--- src/rtl/game_ctrl.sv ---
// Snake game controller: button synchronise/debounce, PLAY/PAUSE/IDLE/OVER sequencing,
// level-scaled step pulse generation.
module game_ctrl #(
    parameter int unsigned DB_CYCLES = 1_000_000,
    parameter int unsigned STEP_BASE = 25_000_000,
    parameter int unsigned STEP_DEC  = 2_000_000,
    parameter int unsigned STEP_MIN  = 5_000_000
) (
    input  logic       clk,
    input  logic       rst_n,
    input  logic       btn_start,
    input  logic       btn_pause,
    input  logic       hit_wall,
    input  logic       hit_self,
    input  logic       get_food,
    output logic [1:0] game_state,
    output logic       step,
    output logic [3:0] level
);

    localparam int unsigned DBW = (DB_CYCLES > 1) ? $clog2(DB_CYCLES) : 1;
    localparam logic [DBW-1:0] DB_LAST = DBW'(DB_CYCLES - 1);
    localparam int SW = 32;

    typedef enum logic [1:0] {
        PLAY  = 2'b00,
        PAUSE = 2'b01,
        IDLE  = 2'b10,
        OVER  = 2'b11
    } state_t;

    state_t state_q, state_d;

    // Bit 0 is the start button, bit 1 the pause button.
    logic [1:0]          sync1_q, sync1_d;
    logic [1:0]          sync2_q, sync2_d;
    logic [1:0]          db_q, db_d;
    logic [1:0]          db_prev_q, db_prev_d;
    logic [1:0][DBW-1:0] db_cnt_q, db_cnt_d;
    logic [SW-1:0]       step_cnt_q, step_cnt_d;
    logic [3:0]          level_q, level_d;

    logic          start_p;
    logic          pause_p;
    logic          collide;
    logic [SW-1:0] dec_amt;
    logic [SW-1:0] period;
    logic          step_hit;

    always_comb begin
        sync1_d   = {btn_pause, btn_start};
        sync2_d   = sync1_q;
        db_prev_d = db_q;
        db_d      = db_q;
        db_cnt_d  = db_cnt_q;
        for (int i = 0; i < 2; i++) begin
            if (sync2_q[i] != db_q[i]) begin
                if (db_cnt_q[i] == DB_LAST) begin
                    db_d[i]     = sync2_q[i];
                    db_cnt_d[i] = '0;
                end else begin
                    db_cnt_d[i] = db_cnt_q[i] + DBW'(1);
                end
            end else begin
                db_cnt_d[i] = '0;
            end
        end
    end

    assign start_p = db_q[0] & ~db_prev_q[0];
    assign pause_p = db_q[1] & ~db_prev_q[1];
    assign collide = hit_wall | hit_self;

    always_comb begin
        state_d = state_q;
        case (state_q)
            IDLE:    if (start_p) state_d = PLAY;
            PLAY: begin
                if (collide)      state_d = OVER;
                else if (pause_p) state_d = PAUSE;
            end
            PAUSE:   if (start_p || pause_p) state_d = PLAY;
            OVER:    if (start_p) state_d = IDLE;
            default: state_d = IDLE;
        endcase
    end

    // Compare before subtracting so the period never underflows at high levels.
    always_comb begin
        dec_amt = SW'(level_q) * SW'(STEP_DEC);
        if (dec_amt >= SW'(STEP_BASE - STEP_MIN)) begin
            period = SW'(STEP_MIN);
        end else begin
            period = SW'(STEP_BASE) - dec_amt;
        end
    end

    // >= rather than == so a shortened period after a level-up fires at once.
    assign step_hit = (state_q == PLAY) && (step_cnt_q >= period - SW'(1));

    always_comb begin
        case (state_q)
            PLAY:    step_cnt_d = step_hit ? '0 : step_cnt_q + SW'(1);
            PAUSE:   step_cnt_d = step_cnt_q;
            default: step_cnt_d = '0;
        endcase
    end

    always_comb begin
        level_d = level_q;
        if ((state_q == PLAY) && get_food && (level_q != 4'hF)) begin
            level_d = level_q + 4'd1;
        end
        if ((state_d == IDLE) && (state_q != IDLE)) begin
            level_d = 4'd0;
        end
    end

    always_ff @(posedge clk) begin
        if (!rst_n) begin
            state_q    <= IDLE;
            sync1_q    <= '0;
            sync2_q    <= '0;
            db_q       <= '0;
            db_prev_q  <= '0;
            db_cnt_q   <= '0;
            step_cnt_q <= '0;
            level_q    <= '0;
        end else begin
            state_q    <= state_d;
            sync1_q    <= sync1_d;
            sync2_q    <= sync2_d;
            db_q       <= db_d;
            db_prev_q  <= db_prev_d;
            db_cnt_q   <= db_cnt_d;
            step_cnt_q <= step_cnt_d;
            level_q    <= level_d;
        end
    end

    assign game_state = state_q;
    assign step       = step_hit;
    assign level      = level_q;

endmodule
--- config.mk ---
export PLATFORM = sky130hd
export DESIGN_NAME = game_ctrl
export DESIGN_NICKNAME = d
export VERILOG_FILES = /design/src/rtl/game_ctrl.sv
export SDC_FILE = /design/constraint.sdc
export NUM_CORES = 1
export LEC_CHECK = 0
export ABC_AREA = 1
export BUFFER_PORTS_ARGS = -buffer_cell sky130_fd_sc_hd__buf_4
export CAP_MARGIN = 20
export CORE_MARGIN = 2
export CORE_UTILIZATION = 35
export CTS_CLUSTER_DIAMETER = 50
export DETAILED_ROUTE_END_ITERATION = 7
export GPL_TIMING_DRIVEN = 0
export SYNTH_ARGS = -nofsm -noshare
export SYNTH_HDL_FRONTEND = slang
export SYNTH_SLANG_ARGS = --single-unit
--- constraint.sdc ---
create_clock -name clk -period 6.2 [get_ports clk]
set_input_delay 0.93 -clock clk [delete_from_list [all_inputs] [get_ports clk]]
set_output_delay 0.93 -clock clk [all_outputs]
set_load 0.1 [all_outputs]
; Yosys cells after proc, flatten, opt, wreduce, memory -nomap -nowiden
; Index checks and enable logic that the tools add are counted.
[word_totals]
ff_bits = 86
input_bits = 7
out_inout_bits = 7
word_cells = 57
[op_classes]
addsub = 6
n_mul = 1
n_lt_le_gt_ge = 2
n_eq_ne = 10
mux = 9
n_bitwise = 8
reduce_logical = 11
[ops]
columns = cell, n
row1 = 32-bit two-way mux, 2
row2 = 32-bit one-hot mux with 2 select lines, 1
row3 = "20-bit by 1-bit adder with 20-bit output, second input constant", 2
row4 = "20-bit equality test, second input constant", 2
row5 = "32-bit by 1-bit adder with 32-bit output, second input constant", 1
row6 = 32-bit >= comparator, 1
row7 = "32-bit by 1-bit subtractor with 32-bit output, second input constant", 1
row8 = "25-bit by 25-bit subtractor with 26-bit output, first input constant", 1
row9 = "25-bit >= comparator, second input constant", 1
row10 = "4-bit by 14-bit multiplier with 18-bit output, second input constant", 1
row11 = 2-bit two-way mux, 5
row12 = 2-bit one-hot mux with 4 select lines, 1
row13 = "2-bit equality test, second input constant", 3
row14 = 3-bit OR reduction, 2
row15 = 1-bit inverter, 5
row16 = "4-bit by 1-bit adder with 4-bit output, second input constant", 1
row17 = 1-bit logical AND, 4
row18 = "4-bit inequality test, second input constant", 1
row19 = 2-bit AND reduction, 2
row20 = 1-bit AND, 2
row21 = "2-bit by 1-bit equality test with 1-bit output, second input constant", 1
row22 = 2-bit zero test, 1
row23 = 1-bit inequality test, 2
row24 = "2-bit inequality test, second input constant", 1
row25 = 3 further kinds, 3

; Longest topological paths before layout
[logic_depth]
ltp_word = 8
depth_mapped = 27
ltp_nobuf = 27

; Least setup slack after synthesis
; OpenSTA, ideal clock, no wires.
[synth_timing]
kind = register to output
start = register level_q[1], in the netlist level[1]
end = output step
arrival_ns = 5.926
required_time_ns = 5.270
path_slack_ns = -0.656
stages_incl_launch_ff = 22
path_buffers = 0
cell_sequence = dfxtp_1 -> inv_1 -> ha_1 -> fa_1 -> inv_1 -> fa_1 -> inv_1 -> nand2_1 -> a21oi_1 -> nand2_1 -> nor3_1 -> nand2_1 -> nand2_1 -> nand3_1 -> ha_1 -> nand2_1 -> nor2_1 -> nand4_1 -> nor2_1 -> nand2_2 -> and2_4 -> nor3_2
[synth_via]
elab_chain_len = 6
[synth_lines]
columns = element, line_no
row1 = start: declaration, 41  ; logic [3:0] level_q, level_d;
row2 = start signal: assignment, 137  ; level_q <= level_d;
row3 = 4-bit by 14-bit multiplier with 18-bit output (*), 90  ; dec_amt = SW'(level_q) * SW'(STEP_DEC);
row4 = 25-bit by 25-bit subtractor with 26-bit output / 25-bit >= comparator (equally long branches), "94, 91"
row5 = 32-bit two-way mux (*), 91  ; if (dec_amt >= SW'(STEP_BASE - STEP_MIN)) begin
row6 = 32-bit by 1-bit subtractor with 32-bit output (*), 99  ; assign step_hit = (state_q == PLAY) && (step_cnt_q >= period - SW'(1));
row7 = 32-bit >= comparator (*), 99
row8 = 1-bit logical AND (*), 99
row9 = end: declaration, 17  ; output logic step,
; Every way passes the cells marked *; elsewhere a longest branch is shown, timed or not.

; Final worst setup path
; Ends and elaborated chain as after synthesis.

==> impl_table.tex <==
\begin{tabular}{lr}
\hline
Metric & Value \\
\hline
\multicolumn{2}{l}{\textbf{Critical path}} \\
\quad Delay-heaviest family, CP & adder cells \\
\quad Source of the worst register-to-register timing path & level[1] \\
\quad Number of cells on the worst reg-to-reg path & 24 \\
\quad Crit start category & register \\
\quad Crit path capture type & output port \\
\quad Buffers plus inverters on the worst setup path & 5 \\
\quad CP Data Arrival Time & $\sim$4800 ps \\
\quad Critical Path Most Common Cell & sky130\_fd\_sc\_hd\_\_nand2\_1 \\
\quad Worst setup path category & reg2out \\
\quad End of the worst register-to-register path & step\_cnt\_q[5] \\
\quad Crit path max-delay cell type & sky130\_fd\_sc\_hd\_\_fa\_1 \\
\quad Setup slack, reg-to-reg & roughly 1700 ps \\
\quad Worst path required time & about 5300 ps \\
\quad Longest individual stage delay on the worst path & 530 ps \\
\quad Crit Path Max Fanout & 13 \\
\multicolumn{2}{l}{\textbf{Yosys}} \\
\quad Most frequent cells after synthesis & sky130\_fd\_sc\_hd\_\_nand2\_1, sky130\_fd\_sc\_hd\_\_inv\_1, sky130\_fd\_sc\_hd\_\_nor2\_1 \\
\quad Post-Syn Instances & slightly below 1000 \\
\quad Post-synth EDFFs & 0 \\
\quad Synth async-reset ratio & 0 \\
\quad Most instantiated library cell after synthesis & sky130\_fd\_sc\_hd\_\_nand2\_1 \\
\quad Top\_reg\_cell synth & sky130\_fd\_sc\_hd\_\_dfxtp\_1 \\
\quad Flip-flop and latch count after synthesis & 86 \\
\quad Per-instance average area after synthesis & 6.56 um\^{}2 \\
\quad Cell types with the largest area share after synthesis & sky130\_fd\_sc\_hd\_\_dfxtp\_1, sky130\_fd\_sc\_hd\_\_nand2\_1, sky130\_fd\_sc\_hd\_\_ha\_1, sky130\_fd\_sc\_hd\_\_inv\_1, sky130\_fd\_sc\_hd\_\_nor2\_1 \\
\quad Sequential element share of the synthesized area & 0.269 \\
\quad Netlist area before placement & about 6400 um\^{}2 \\
\quad Library cell occupying the most area in the post-synthesis netlist & sky130\_fd\_sc\_hd\_\_dfxtp\_1 \\
\quad Yosys warning count & 0 \\
\quad Post-synthesis cell type count & 44 \\
\quad Fraction of post-synthesis cell area in the top cell type by area & 0.269 \\
\multicolumn{2}{l}{\textbf{Min path}} \\
\quad Hold-critical path depth & 2 \\
\quad Min-delay worst type & reg2reg \\
\quad Hold path startpoint & sync1\_q[1] \\
\quad Destination of the worst hold path & sync2\_q[1] \\
\multicolumn{2}{l}{\textbf{Die}} \\
\quad Initial core utilization & 0.357 \\
\quad Placement Rows & about 50 \\
\quad Die Footprint & 19400 um\^{}2 \\
\quad Chip height & roughly 140 um \\
\quad Top-Level Pins & 14 \\
\quad Core area & between 15000 and 20000 um\^{}2 \\
\quad Die outline width & between 100 and 150 um \\
\multicolumn{2}{l}{\textbf{Timing}} \\
\quad Final worst-path cycle share & 0.929 \\
\quad Max Slew Vio Count & 0 \\
\quad RSZ-0062 raised after global routing & false \\
\quad Number of hold violations in the final report & 0 \\
\quad Fin Clk Skew & 10.4 ps \\
\quad Final TNS setup & 0 ps \\
\quad Slew @ Worst Pin & 560 ps \\
\quad Setup violation total in the final timing report & 0 \\
\quad Achievable clock frequency & between 150 and 200 MHz \\
\quad Relative max-transition margin & 0.626 \\
\quad Minimum clock period & about 5800 ps \\
\multicolumn{2}{l}{\textbf{Cells and area}} \\
\quad Fill cell instance count of the final layout & approximately 1900 \\
\quad NumNets Final & roughly 1100 \\
\quad Total area of multi-input combinational cells & 4110 um\^{}2 \\
\quad Area added between synthesis and finish & 11.8\% \\
\quad FF/Latch Area & approximately 1700 um\^{}2 \\
\quad Ant. Diodes & 0 \\
\quad Ratio of cells with drive above 1 in the final layout & 0.104 \\
\quad Post-route insts no fill & about 1200 \\
\multicolumn{2}{l}{\textbf{Detailed routing}} \\
\quad Vias per cell & approximately 4.7 \\
\quad Total via count in the routed design & between 5000 and 6000 \\
\quad Detailed-route DRC error count & 0 \\
\quad Number of DRC violations after detailed-routing iteration 0 & 260 \\
\quad Per-cell routed wire length & between 10 and 15 um \\
\quad Post-DRT Antenna Nets & 0 \\
\quad Pre-antenna DRT Iters & 5 \\
\quad Drt total wl & about 14000 um \\
\multicolumn{2}{l}{\textbf{CTS}} \\
\quad Clock buffer depth & 2 \\
\quad \# H-tree levels & 3 \\
\quad Buffer cell driving the clock tree root & sky130\_fd\_sc\_hd\_\_clkbuf\_16 \\
\quad Clock-pin slew of the registers on the worst-case setup and hold paths & roughly 60 ps \\
\quad Clock tree from TritonCTS & yes \\
\quad CTS sink count & 86 \\
\quad Source-to-sink clock delay at the later pin of the worst-skew pair & 350 ps \\
\quad Number of buffers added by the clock tree synthesis step & 9 \\
\multicolumn{2}{l}{\textbf{Placement}} \\
\quad HPWL after detailed placement & about 11000 um \\
\quad Number of cells after detailed placement & roughly 1200 \\
\quad Weighted congestion at the end of routability-driven global placement & $\sim$0.95 \\
\quad Port bufs & 13 \\
\multicolumn{2}{l}{\textbf{Power and ir drop}} \\
\quad Pint & 877 uW \\
\quad Peak supply drop & about 0.11 mV \\
\quad Share of total power in combinational logic & 0.016 \\
\quad Net Sw Power & roughly 240 uW \\
\quad Overall Power & about 1100 uW \\
\quad Static power due to leakage & 0.00308 uW \\
\quad Sequential fraction of design power & 0.496 \\
\quad Clock share of power & 0.487 \\
\quad Power density normalized to cell area & $\sim$160 nW/um\^{}2 \\
\quad Sw Share & 0.214 \\
\multicolumn{2}{l}{\textbf{Outcome}} \\
\quad Result of the run & completed \\
\multicolumn{2}{l}{\textbf{Run}} \\
\quad Max-cap violation count & 0 \\
\multicolumn{2}{l}{\textbf{Global route}} \\
\quad Largest net degree at the start of global routing & 15 \\
\quad Residual overflow from global routing & 0 \\
\quad First-pass GRT wire length & $\sim$25000 um \\
\quad Antenna violations before repair & 0 \\
\quad Vias in the first global route & 5517 \\
\quad Total routing resource utilization after global routing & 0.154 \\
\hline
\end{tabular}
-- routing by layer --
layer / GRT usage / part of all wire / up-vias
li1: - / - / 3199
met1: 0.218 / 0.52 / 2621
met2: 0.243 / 0.44 / 59
met3: 0.0179 / 0.026 / 12
met4: 0.0484 / 0.013 / 0
met5: 0 / 0 / -
-- power groups by stage --
stage	registers, uW	clock network (uW)	logic [uW]
floorplan	567	0	11.2
global placement	567	0	18.4
detailed placement	567	0	18.6
CTS	555	559	18.8
global route	553	583	21.7
finish	554	544	18.4
-- how the worst max path moves through the flow --
stage                     startpoint  endpoint  slack [ps]  cells past startpoint
final                       level[1]      step         440                     25
after global routing        level[2]      step          10                     25
after CTS                   level[1]      step          50                     22
after detailed placement    level[1]      step         430                     22
after global placement      level[1]      step         450                     22
after floorplan             level[3]      step         150                     20
-- worst reg2reg max path, stage by stage, from the launching register on --
cell                         delay, ps
sky130_fd_sc_hd__dfxtp_4           450
sky130_fd_sc_hd__clkinvlp_4        140
sky130_fd_sc_hd__ha_1              340
sky130_fd_sc_hd__fa_1              530
sky130_fd_sc_hd__inv_1              70
sky130_fd_sc_hd__fa_1              460
sky130_fd_sc_hd__inv_1              70
sky130_fd_sc_hd__nand3_1            80
sky130_fd_sc_hd__nand2_1            80
sky130_fd_sc_hd__nand2_1            60
sky130_fd_sc_hd__a21oi_1           180
sky130_fd_sc_hd__nor2_1             60
sky130_fd_sc_hd__nand2_1            80
sky130_fd_sc_hd__nand2_1            60
sky130_fd_sc_hd__nand2_1            90
sky130_fd_sc_hd__buf_4             160
sky130_fd_sc_hd__nand3_1            90
sky130_fd_sc_hd__ha_1              300
sky130_fd_sc_hd__a21o_1            160
sky130_fd_sc_hd__nor2_1            100
sky130_fd_sc_hd__nand2_1            70
sky130_fd_sc_hd__a21oi_2           260
sky130_fd_sc_hd__buf_2             290
sky130_fd_sc_hd__nand4_1           120
sky130_fd_sc_hd__a21oi_1           150
-- kinds of logic after synthesis --
logic type,after synthesis,synth area share
other,1,0.000585
buffers and inverters,153,0.0957
AOI/OAI and AO/OA,99,0.0820
adders and majority gates,55,0.113
DFF,86,0.269
xor gates and xnor gates,30,0.0410
and+or+nand+nor,553,0.399
-- layout make-up --
type                       count  share of cell area
tap                          229              0.0400
multi-input combinational    744               0.573
buffer                        20              0.0159
sequential                    86               0.242
inverter                     133              0.0702
clock inverter                 3             0.00349
timing repair buffer          15              0.0162
clock buffer                  13              0.0391
-- registers in the layout, indices dropped and copies added (netlist names) --
| register | flops |
|---|---|
| db_cnt_q | 40 |
| db_prev_d | 2 |
| db_prev_q | 2 |
| game_state | 2 |
| level | 4 |
| step_cnt_q | 32 |
| sync1_q | 2 |
| sync2_q | 2 |
-- what timing repair did --
action                     in CTS  in global routing
setup buffers                   0                  2
setup endpoints to repair       0                  1
hold buffers                    0                  0
resized for setup               0                  7
-- cell usage in the layout, fill, tap and decap left out, types with 9 or more instances in the layout --
| master | instances |
|---|---|
| sky130_fd_sc_hd__nand2_2 | 12 |
| sky130_fd_sc_hd__nor2_1 | 116 |
| sky130_fd_sc_hd__nand4_1 | 48 |
| sky130_fd_sc_hd__o21ai_0 | 14 |
| sky130_fd_sc_hd__buf_4 | 16 |
| sky130_fd_sc_hd__a21oi_1 | 71 |
| sky130_fd_sc_hd__nand3_1 | 47 |
| sky130_fd_sc_hd__inv_1 | 125 |
| sky130_fd_sc_hd__dfxtp_1 | 83 |
| sky130_fd_sc_hd__clkbuf_16 | 9 |
| sky130_fd_sc_hd__nor2_4 | 12 |
| sky130_fd_sc_hd__nor2_2 | 9 |
| sky130_fd_sc_hd__ha_1 | 50 |
| sky130_fd_sc_hd__nand2_1 | 260 |
| sky130_fd_sc_hd__xor2_1 | 21 |
| sky130_fd_sc_hd__nor3_1 | 20 |
| sky130_fd_sc_hd__xnor2_1 | 9 |
-- stage by stage --
| stage | util | hold slack [ps] | area [um^2] | setup WS [ps] |
|---|---|---|---|---|
| floorplan | - | 390 | 6440 | 150 |
| global placement | 0.380 | 395 | 6820 | 447 |
| detailed placement | 0.380 | 405 | 6820 | 428 |
| CTS | 0.397 | 421 | 7130 | 54.7 |
| global route | 0.399 | 434 | 7160 | 14.5 |
| finish | 0.399 | 418 | 7160 | 440 |
(Power assumes the default switching activity.)
